<file path="src/rtl/cmp_pkg.sv">
// rtl/cmp_pkg.sv - shared mode encodings, state type and result select for the comparators
package cmp_pkg;

  localparam logic [1:0] MODE_NE = 2'b00;
  localparam logic [1:0] MODE_EQ = 2'b01;
  localparam logic [1:0] MODE_LT = 2'b10;
  localparam logic [1:0] MODE_GT = 2'b11;

  typedef enum logic [1:0] {
    IDLE  = 2'b00,
    SHIFT = 2'b01,
    DONE  = 2'b10
  } cmp_state_t;

  // Maps the resolved flags onto the single-bit outcome chosen by mode.
  function automatic logic select_result(input logic [1:0] mode,
                                         input logic       eq,
                                         input logic       gt,
                                         input logic       lt);
    logic r;
    r = 1'b0;
    case (mode)
      MODE_NE: r = ~eq;
      MODE_EQ: r = eq;
      MODE_LT: r = lt;
      MODE_GT: r = gt;
      default: r = 1'b0;
    endcase
    return r;
  endfunction

endpackage

</file>
<file path="src/rtl/cmp_bit_cell.sv">
// rtl/cmp_bit_cell.sv - next-flag logic for one MSB-first bit pair
// Ports:
//   a_bit, b_bit : current operand bits
//   eq, gt, lt   : flags resolved so far (one-hot)
//   eq_n, gt_n, lt_n : flags after this bit pair
module cmp_bit_cell (
  input  logic a_bit,
  input  logic b_bit,
  input  logic eq,
  input  logic gt,
  input  logic lt,
  output logic eq_n,
  output logic gt_n,
  output logic lt_n
);

  logic decided;
  logic a_wins;
  logic b_wins;

  // Once a more significant bit has decided the order, lower bits cannot change it.
  assign decided = gt | lt;
  assign a_wins  = a_bit & ~b_bit & ~decided;
  assign b_wins  = ~a_bit & b_bit & ~decided;

  assign gt_n = gt | a_wins;
  assign lt_n = lt | b_wins;
  assign eq_n = eq & ~a_wins & ~b_wins;

endmodule

</file>
<file path="src/rtl/serial_magnitude_comparator.sv">
// rtl/serial_magnitude_comparator.sv - bit-serial MSB-first magnitude comparator
// Ports:
//   clk, rst       : clock, synchronous active-high reset
//   start, mode    : begin a comparison (IDLE/DONE only), result select latched on start
//   bit_valid, a_bit, b_bit, bit_ready : serial operand handshake
//   busy, done     : comparison in progress / result valid and held
//   result         : mode-selected outcome, registered
//   eq, gt, lt     : one-hot comparison flags
module serial_magnitude_comparator
  import cmp_pkg::*;
#(
  parameter int WIDTH = 4,
  parameter int CNT_W = $clog2(WIDTH + 1)
) (
  input  logic       clk,
  input  logic       rst,
  input  logic       start,
  input  logic [1:0] mode,
  input  logic       bit_valid,
  input  logic       a_bit,
  input  logic       b_bit,
  output logic       bit_ready,
  output logic       busy,
  output logic       done,
  output logic       result,
  output logic       eq,
  output logic       gt,
  output logic       lt
);

  localparam logic [CNT_W-1:0] LAST_IDX = CNT_W'(WIDTH - 1);

  cmp_state_t       state_q;
  cmp_state_t       state_d;
  logic [CNT_W-1:0] cnt_q;
  logic [1:0]       mode_q;
  logic             eq_q;
  logic             gt_q;
  logic             lt_q;
  logic             result_q;
  logic             eq_n;
  logic             gt_n;
  logic             lt_n;
  logic             in_shift;
  logic             accept;
  logic             last_beat;
  logic             start_ok;

  assign in_shift  = (state_q == SHIFT);
  assign accept    = in_shift & bit_valid;
  assign last_beat = (cnt_q == LAST_IDX);
  assign start_ok  = start & ((state_q == IDLE) | (state_q == DONE));

  cmp_bit_cell u_cell (
    .a_bit (a_bit),
    .b_bit (b_bit),
    .eq    (eq_q),
    .gt    (gt_q),
    .lt    (lt_q),
    .eq_n  (eq_n),
    .gt_n  (gt_n),
    .lt_n  (lt_n)
  );

  always_ff @(posedge clk) begin
    if (rst) begin
      state_q <= IDLE;
    end else begin
      state_q <= state_d;
    end
  end

  always_comb begin
    state_d = state_q;
    case (state_q)
      IDLE:    if (start) state_d = SHIFT;
      // Terminal count forces DONE, so the counter never wraps.
      SHIFT:   if (accept && last_beat) state_d = DONE;
      DONE:    if (start) state_d = SHIFT;
      default: state_d = IDLE;
    endcase
  end

  always_ff @(posedge clk) begin
    if (rst) begin
      cnt_q    <= '0;
      mode_q   <= MODE_NE;
      eq_q     <= 1'b1;
      gt_q     <= 1'b0;
      lt_q     <= 1'b0;
      result_q <= 1'b0;
    end else if (start_ok) begin
      cnt_q    <= '0;
      mode_q   <= mode;
      eq_q     <= 1'b1;
      gt_q     <= 1'b0;
      lt_q     <= 1'b0;
      result_q <= 1'b0;
    end else if (accept) begin
      cnt_q <= cnt_q + CNT_W'(1);
      eq_q  <= eq_n;
      gt_q  <= gt_n;
      lt_q  <= lt_n;
      // Uses the post-beat flags so result is correct on the edge entering DONE.
      if (last_beat) begin
        result_q <= select_result(mode_q, eq_n, gt_n, lt_n);
      end
    end
  end

  assign bit_ready = in_shift;
  assign busy      = in_shift;
  assign done      = (state_q == DONE);
  assign result    = result_q;
  assign eq        = eq_q;
  assign gt        = gt_q;
  assign lt        = lt_q;

endmodule

</file>
<file path="config.mk">
export PLATFORM = sky130hd
export DESIGN_NAME = serial_magnitude_comparator
export DESIGN_NICKNAME = d
export VERILOG_FILES = /design/src/rtl/cmp_pkg.sv /design/src/rtl/cmp_bit_cell.sv /design/src/rtl/serial_magnitude_comparator.sv
export SDC_FILE = /design/constraint.sdc
export NUM_CORES = 1
export LEC_CHECK = 0
export ABC_AREA = 1
export BUFFER_PORTS_ARGS = -buffer_cell sky130_fd_sc_hd__buf_2
export CAP_MARGIN = 0
export CORE_AREA = 4 4 41 43
export CTS_CLUSTER_SIZE = 10
export DETAILED_ROUTE_END_ITERATION = 10
export DIE_AREA = 0 0 45 47
export GPL_TIMING_DRIVEN = 0
export PLACE_DENSITY = 0.68
export SLEW_MARGIN = 30
export SYNTH_ARGS = -nofsm -noshare
export SYNTH_HDL_FRONTEND = slang
export SYNTH_HIERARCHICAL = 1
export SYNTH_SLANG_ARGS = --single-unit
</file>
<file path="constraint.sdc">
create_clock -name clk -period 2.4 [get_ports clk]
set_clock_uncertainty 0.15 [all_clocks]
set_input_delay 0.12 -clock clk [delete_from_list [all_inputs] [get_ports clk]]
set_output_delay 0.12 -clock clk [all_outputs]
set_load 0.03 [all_outputs]
</file>
# --- Word level (Yosys, flattened, before mapping) ---
# Index checks and enable logic that the tools add are counted.
totals:
  regBits: 11
  latchBits: 0
  mem_bits_rw: 0
  rom_bits: 0
  in_bits: 8
  output_inout_bits: 7
  wordCells: 45
  n_memories: 0
op_classes:
  n_addsub: 1
  multipliers: 0
  n_div: 0
  n_lt_le_gt_ge: 0
  eq_ne: 8
  n_shift: 0
  n_mux: 4
  n_bitwise: 18
  n_reduce_logical: 7
ops:
  columns: ["cell", "count"]
  rows:
  - ["bitwise AND 1 bit", 8]
  - ["== test 2 bit (second input constant)", 3]
  - ["inverter 1 bit", 6]
  - ["== test 2 x 1 -> 1 bit (second input constant)", 2]
  - ["zero test 2 bit", 2]
  - ["two-way mux 2 bit", 2]
  - ["!= test 2 x 1 -> 1 bit (second input constant)", 2]
  - ["bitwise OR 1 bit", 4]
  - ["one-hot mux 1 bit (4 select lines)", 1]
  - ["one-hot mux 2 bit (2 select lines)", 1]
  - ["AND reduction 2 bit", 2]
  - ["OR reduction 2 bit", 2]
  - ["adder 3 x 1 -> 3 bit (second input constant)", 1]
  - ["== test 3 x 2 -> 1 bit (second input constant)", 1]
  - ["logical AND 1 bit", 1]

# --- Longest topological paths before layout ---
logic_depth:
  word_depth: 8
  ltp_mapped: 12
  depth_no_buf: 12

# --- By module ---
# The synthesis kept the hierarchy.
by_module_without_submodules:
  columns: ["module", "instances", "cells_per_inst", "area_each_um2", "seq_area_each_um2"]
  rows:
  - ["serial_magnitude_comparator", 1, 66, 508.0, 220.2]
  - ["cmp_bit_cell", 1, 12, 56.3, 0.0]

# --- Worst setup path before layout ---
# OpenSTA, ideal clock, no wires.
synth_timing:
  path_kind: "flip-flop to flip-flop"
  from: "register lt_q, in the netlist lt"
  to: "register result_q, in the netlist result"
  setup_ns: 0.109
  t_arrival_ns: 1.202
  t_required_ns: 2.141
  path_slack_ns: 0.940
  stages_incl_launch_ff: 12
  n_path_buf: 0
  period_less_slack_ns: 1.460
  cell_sequence: "dfxtp_1 -> nor2_2 -> nand2_2 -> nand2_1 -> nor2_1 -> inv_1 -> nand2_1 -> nand3_1 -> nand2_1 -> nand2_1 -> nand2_1 -> inv_1"
synth_between:
  elab_chain_cells: 8
  elab_cells_between_ends: 12
  classes_between: "mux (1); bitwise (11)"
synth_lines:
  columns: ["element", "line_no", "source"]
  rows:
  - ["from (decl)", "serial_magnitude_comparator.sv:39", "logic lt_q;"]
  - ["from (signal assigned)", "serial_magnitude_comparator.sv:103", "lt_q <= lt_n;"]
  - ["bitwise OR 1 bit *", "cmp_bit_cell.sv:22", "assign decided = gt | lt;"]
  - ["inverter 1 bit *", "cmp_bit_cell.sv:23, cmp_bit_cell.sv:24", null]
  - ["bitwise AND 1 bit", "cmp_bit_cell.sv:23", "assign a_wins = a_bit & ~b_bit & ~decided;"]
  - ["inverter 1 bit", "cmp_bit_cell.sv:28", "assign eq_n = eq & ~a_wins & ~b_wins;"]
  - ["bitwise AND 1 bit", "cmp_bit_cell.sv:28", null]
  - ["bitwise AND 1 bit *", "cmp_bit_cell.sv:28", null]
  - ["net eq_n", "serial_magnitude_comparator.sv:41", "logic eq_n;"]
  - ["inverter 1 bit", "cmp_pkg.sv:23", "MODE_NE: r = ~eq;"]
  - ["one-hot mux 1 bit (4 select lines) *", "cmp_pkg.sv:22", "case (mode)"]
  - ["to (signal assigned)", "serial_magnitude_comparator.sv:106", "result_q <= select_result(mode_q, eq_n, gt_n, lt_n);"]
  - ["to (decl)", "serial_magnitude_comparator.sv:40", "logic result_q;"]
# Mark *: on every way through the listed nets, which the timed path passes. The rest lies on a longest branch.
# A chain may end at the register's enable or synchronous reset.

# --- Worst setup path after layout ---
layout_timing:
  from: "register cnt_q[0]"
  to: "register state_q[1]"
layout_between:
  elab_chain_cells: 4
layout_lines:
  columns: ["element", "line_no", "source"]
  rows:
  - ["from (decl)", "serial_magnitude_comparator.sv:35", "logic [CNT_W-1:0] cnt_q;"]
  - ["from (signal assigned)", "serial_magnitude_comparator.sv:100", "cnt_q <= cnt_q + CNT_W'(1);"]
  - ["== test 3 x 2 -> 1 bit", "serial_magnitude_comparator.sv:51", "assign last_beat = (cnt_q == LAST_IDX);"]
  - ["logical AND 1 bit", "serial_magnitude_comparator.sv:78", "SHIFT: if (accept && last_beat) state_d = DONE;"]
  - ["!= test 2 x 1 -> 1 bit (no line)", null, null]
  - ["AND reduction 2 bit (no line)", null, null]
  - ["to (signal assigned)", "serial_magnitude_comparator.sv:69", "state_q <= state_d;"]
  - ["to (decl)", "serial_magnitude_comparator.sv:33", "cmp_state_t state_q;"]
# Every way passes these cells.

==> results.py <==
metrics = {
    "worst_setup_path": {
        "crit_family": "buffers and inverters",
        "crit_path_end_kind": "flip-flop",
        "r2r_end": "state_q[1]$_SDFFE_PP0P_",
        "crit_path_frequent_cell": "ha_1",
        "crit_path_start_kind": "flip-flop",
        "rrSetupSlack_ns": 0.64,
        "crit_arrival_ns": 1.83,
        "reg2reg_from": "cnt_q[0]$_SDFFE_PP0P_",
        "path_cells": "ha_1 > ha_1 > nand4_1 > a21oi_1 > dlygate4sd3_1",
        "cp.required_ns": 2.46,
        "crit_fanout": 4,
        "crit_type": "flip-flop to flip-flop",
        "critPathBufInv": 1,
        "slowest_delay_ns": 0.56,
        "cp_slowest_cell": "dlygate4sd3_1",
        "reg2reg_depth": 5,
    },
    "place": {
        "dp_hpwl_um": 835.6,
        "globalplace.congestion": 0.7142,
        "place_area_um2": 653.1,
        "portBuffers": 14,
        "pre_cts_ws_ns": 1.086,
    },
    "drt": {
        "viasPerCell": 4.513,
        "ant_nets": 0,
        "initialDrtViolationCount": 5,
        "top_layer_used": "met3",
        "dr.pass1.iters": 4,
        "drc": 0,
        "met3RoutedLength_um": 67,
        "met1_length_um": 543,
        "dr_wl_met2_um": 504,
        "drt-wirelength-per-cell_um": 9.696,
        "finalWirelength_mm": 1.115,
        "via_count": 519,
    },
    "sta": {
        "slew_headroom_pct": 82.28,
        "period_share_pct": 73.52,
        "timing.fmax_mhz": 566.7,
        "tightestPinTransition_ns": 0.2652,
        "drv_slew": 0,
        "hold_viol_final": 0,
        "tns_ns": 0,
        "fin_crit_ns": 1.764,
        "rsz0062_at_grt": "no",
        "setup_viol": 0,
        "fin_ws_ns": 0.6355,
    },
    "yosys": {
        "yosys-top-cells-count": "18 x nand2_1, 11 x a21oi_1, 11 x dfxtp_1, 11 x inv_1, 5 x nand3_1",
        "synth_compound_gate_area_share_pct": 13.75,
        "yosys.area_share.simple_pct": 32.15,
        "yosysWarnings": 6,
        "syn_nets": 88,
        "synth_fa_ha_area_share_pct": 4.435,
        "syn_avg_cell_area_um2": 7.235,
        "ys_types": 17,
        "async_reset_ff_share_pct": 0,
        "synth_xor_area_share_pct": 0,
        "syn_inst": 78,
        "yosysMostFrequentCell": "nand2_1",
        "synth_top_cell_by_area": "dfxtp_1",
        "syn_area_um2": 564.3,
        "synth_edf_count": 0,
        "synthFlopType": "dfxtp_1",
        "yosysSeqAreaShare_pct": 39.02,
        "synth_area_leaders": "dfxtp_1 39%, nand2_1 12%, a21oi_1 9.8%",
        "synth_top_family_by_area": "simple AND/OR/NAND/NOR gates",
        "muxShareOfSynthArea_pct": 0,
        "synth.top_cell.area_share_pct": 39.02,
        "synth-seq-cells": 11,
    },
    "floorplan": {
        "die_w_um": 45,
        "rows": 13,
        "dieArea_um2": 2115,
        "initial_core_util_pct": 43.37,
        "coreArea_um2": 1301,
        "die_h_um": 47,
        "io_pins": 15,
    },
    "clocking": {
        "cts.root.buffer_cell": "clkbuf_4",
        "cts_tree": "yes",
        "holdBufCountCts": 4,
        "post_cts_buffers": 0,
        "cts_made_buffers": 3,
        "cts_sinks": 11,
        "post_cts_resized": 0,
        "clock_path_buffers": 2,
        "cts.clk_slew.worst_paths_ns": 0.08,
        "h-tree-depth": 1,
        "clk_latency_ns": 0.27,
    },
    "power": {
        "powerDensity_nw_per_um2": 542.2,
        "combPwrFrac_pct": 17.3,
        "p_int_w": 0.0002784,
        "p_switching_w": 0.0001117,
        "pwr-share-seq_pct": 49.5,
        "clockPowerShare_pct": 33.2,
        "leakage_nw": 0.3536,
        "p_sw_share_pct": 28.63,
        "peakVddDrop_v": 0.0003017,
    },
    "final_layout": {
        "drive_above_1_share_pct": 27.00,
        "n_antenna_cell": 0,
        "num-nets-final": 111,
        "fin_util_pct": 55.29,
        "layout-area-overhead-vs-synth_pct": 27.49,
        "final_area_um2": 719.4,
    },
    "grt": {
        "grt_pass1_vias": 484,
        "grt_first_pass_wirelength_mm": 1.911,
        "antenna_found_initial": 0,
        "grt_util_all_layers_pct": 12.53,
        "grt_start_max_net_pins": 10,
        "grt_overflow": 0,
    },
    "worst_hold_path": {
        "whs_path_depth": 3,
        "min_from": "start",
        "hold_path.class": "input port to flip-flop",
        "hold_end": "mode_q[1]$_SDFFE_PP0P_",
    },
    "status": {
        "status": "complete, no violations",
    },
    "run": {
        "cap_violations": 0,
    },
}
[sequential cells by signal, summed over array words and instances, names as in the netlist]
register	cells
cnt_q	3
eq	1
gt	1
lt	1
mode_q	2
result	1
state_q	2
[power groups by stage]
stage / logic [W] / clock network (W) / registers (W)
2_1_floorplan: 0.0000430 / 0 / 0.000199
3_3_place_gp: 0.0000637 / 0 / 0.000197
3_5_place_dp: 0.0000642 / 0 / 0.000197
4_1_cts: 0.0000682 / 0.000131 / 0.000193
5_1_grt: 0.0000755 / 0.000136 / 0.000195
6_report: 0.0000673 / 0.000130 / 0.000193
[cell usage in the layout, fill, tap and decap left out, drive strengths merged]
cell,netlist,routed
a21oi,11,11
buf,1,15
clkbuf,0,4
dfxtp,11,11
dlygate4sd3,0,4
ha,2,2
inv,14,14
nand2,21,21
nand3,5,5
nand3b,2,2
nand4,1,1
nor2,6,6
o21ai,3,3
o21bai,1,1
[worst max path at each step]
stage | startpoint | to | depth (start not counted)
floorplan | lt$_SDFFE_PP0P_ | result$_SDFFE_PP0P_ | 11
global placement | lt$_SDFFE_PP0P_ | result$_SDFFE_PP0P_ | 11
detailed placement | lt$_SDFFE_PP0P_ | result$_SDFFE_PP0P_ | 11
CTS | cnt_q[0]$_SDFFE_PP0P_ | state_q[1]$_SDFFE_PP0P_ | 5
global route | cnt_q[0]$_SDFFE_PP0P_ | state_q[1]$_SDFFE_PP0P_ | 5
finish | cnt_q[0]$_SDFFE_PP0P_ | state_q[1]$_SDFFE_PP0P_ | 5
[area by class of cell]
class,instances,area [um2]
fillers,132,581.8
multi-input cells,52,284.0
flip-flops and latches,11,220.2
repair buffers,18,110.1
inverters,14,52.55
clock buffers,4,26.28
well taps,15,18.77
plain buffers,1,7.507
[metal layers]
| layer | up-vias | track usage, % |
|---|---|---|
| li1 | 290 | - |
| met1 | 217 | 15.86 |
| met2 | 12 | 18.93 |
| met3 | 0 | 4.981 |
| met4 | 0 | 5.263 |
| met5 | - | 0 |
[metrics by stage]
stage               power [W]  hold WS, ns  cells
finish              0.0003901      0.01622    115
global route        0.0004058      0.02509    115
CTS                 0.0003920      0.01389    115
detailed placement  0.0002616       0.1731    107
global placement    0.0002610       0.1726    107
floorplan           0.0002419      0.03907     78
[logic make-up (layout without fill, tap and decap cells)]
| logic type | after synthesis | after routing |
|---|---|---|
| AO/OA/AOI/OAI | 15 | 15 |
| AND/OR/NAND/NOR | 35 | 35 |
| flip-flops | 11 | 11 |
| adder cells (fa/ha/maj) | 2 | 2 |
| buffers and inverters | 15 | 37 |
[worst register-to-register path: stages (launching register included)]
cell	delay, ns
dfxtp_1	0.36
ha_1	0.16
ha_1	0.14
nand4_1	0.18
a21oi_1	0.17
dlygate4sd3_1	0.56
Power figures use the tool's default switching activity.
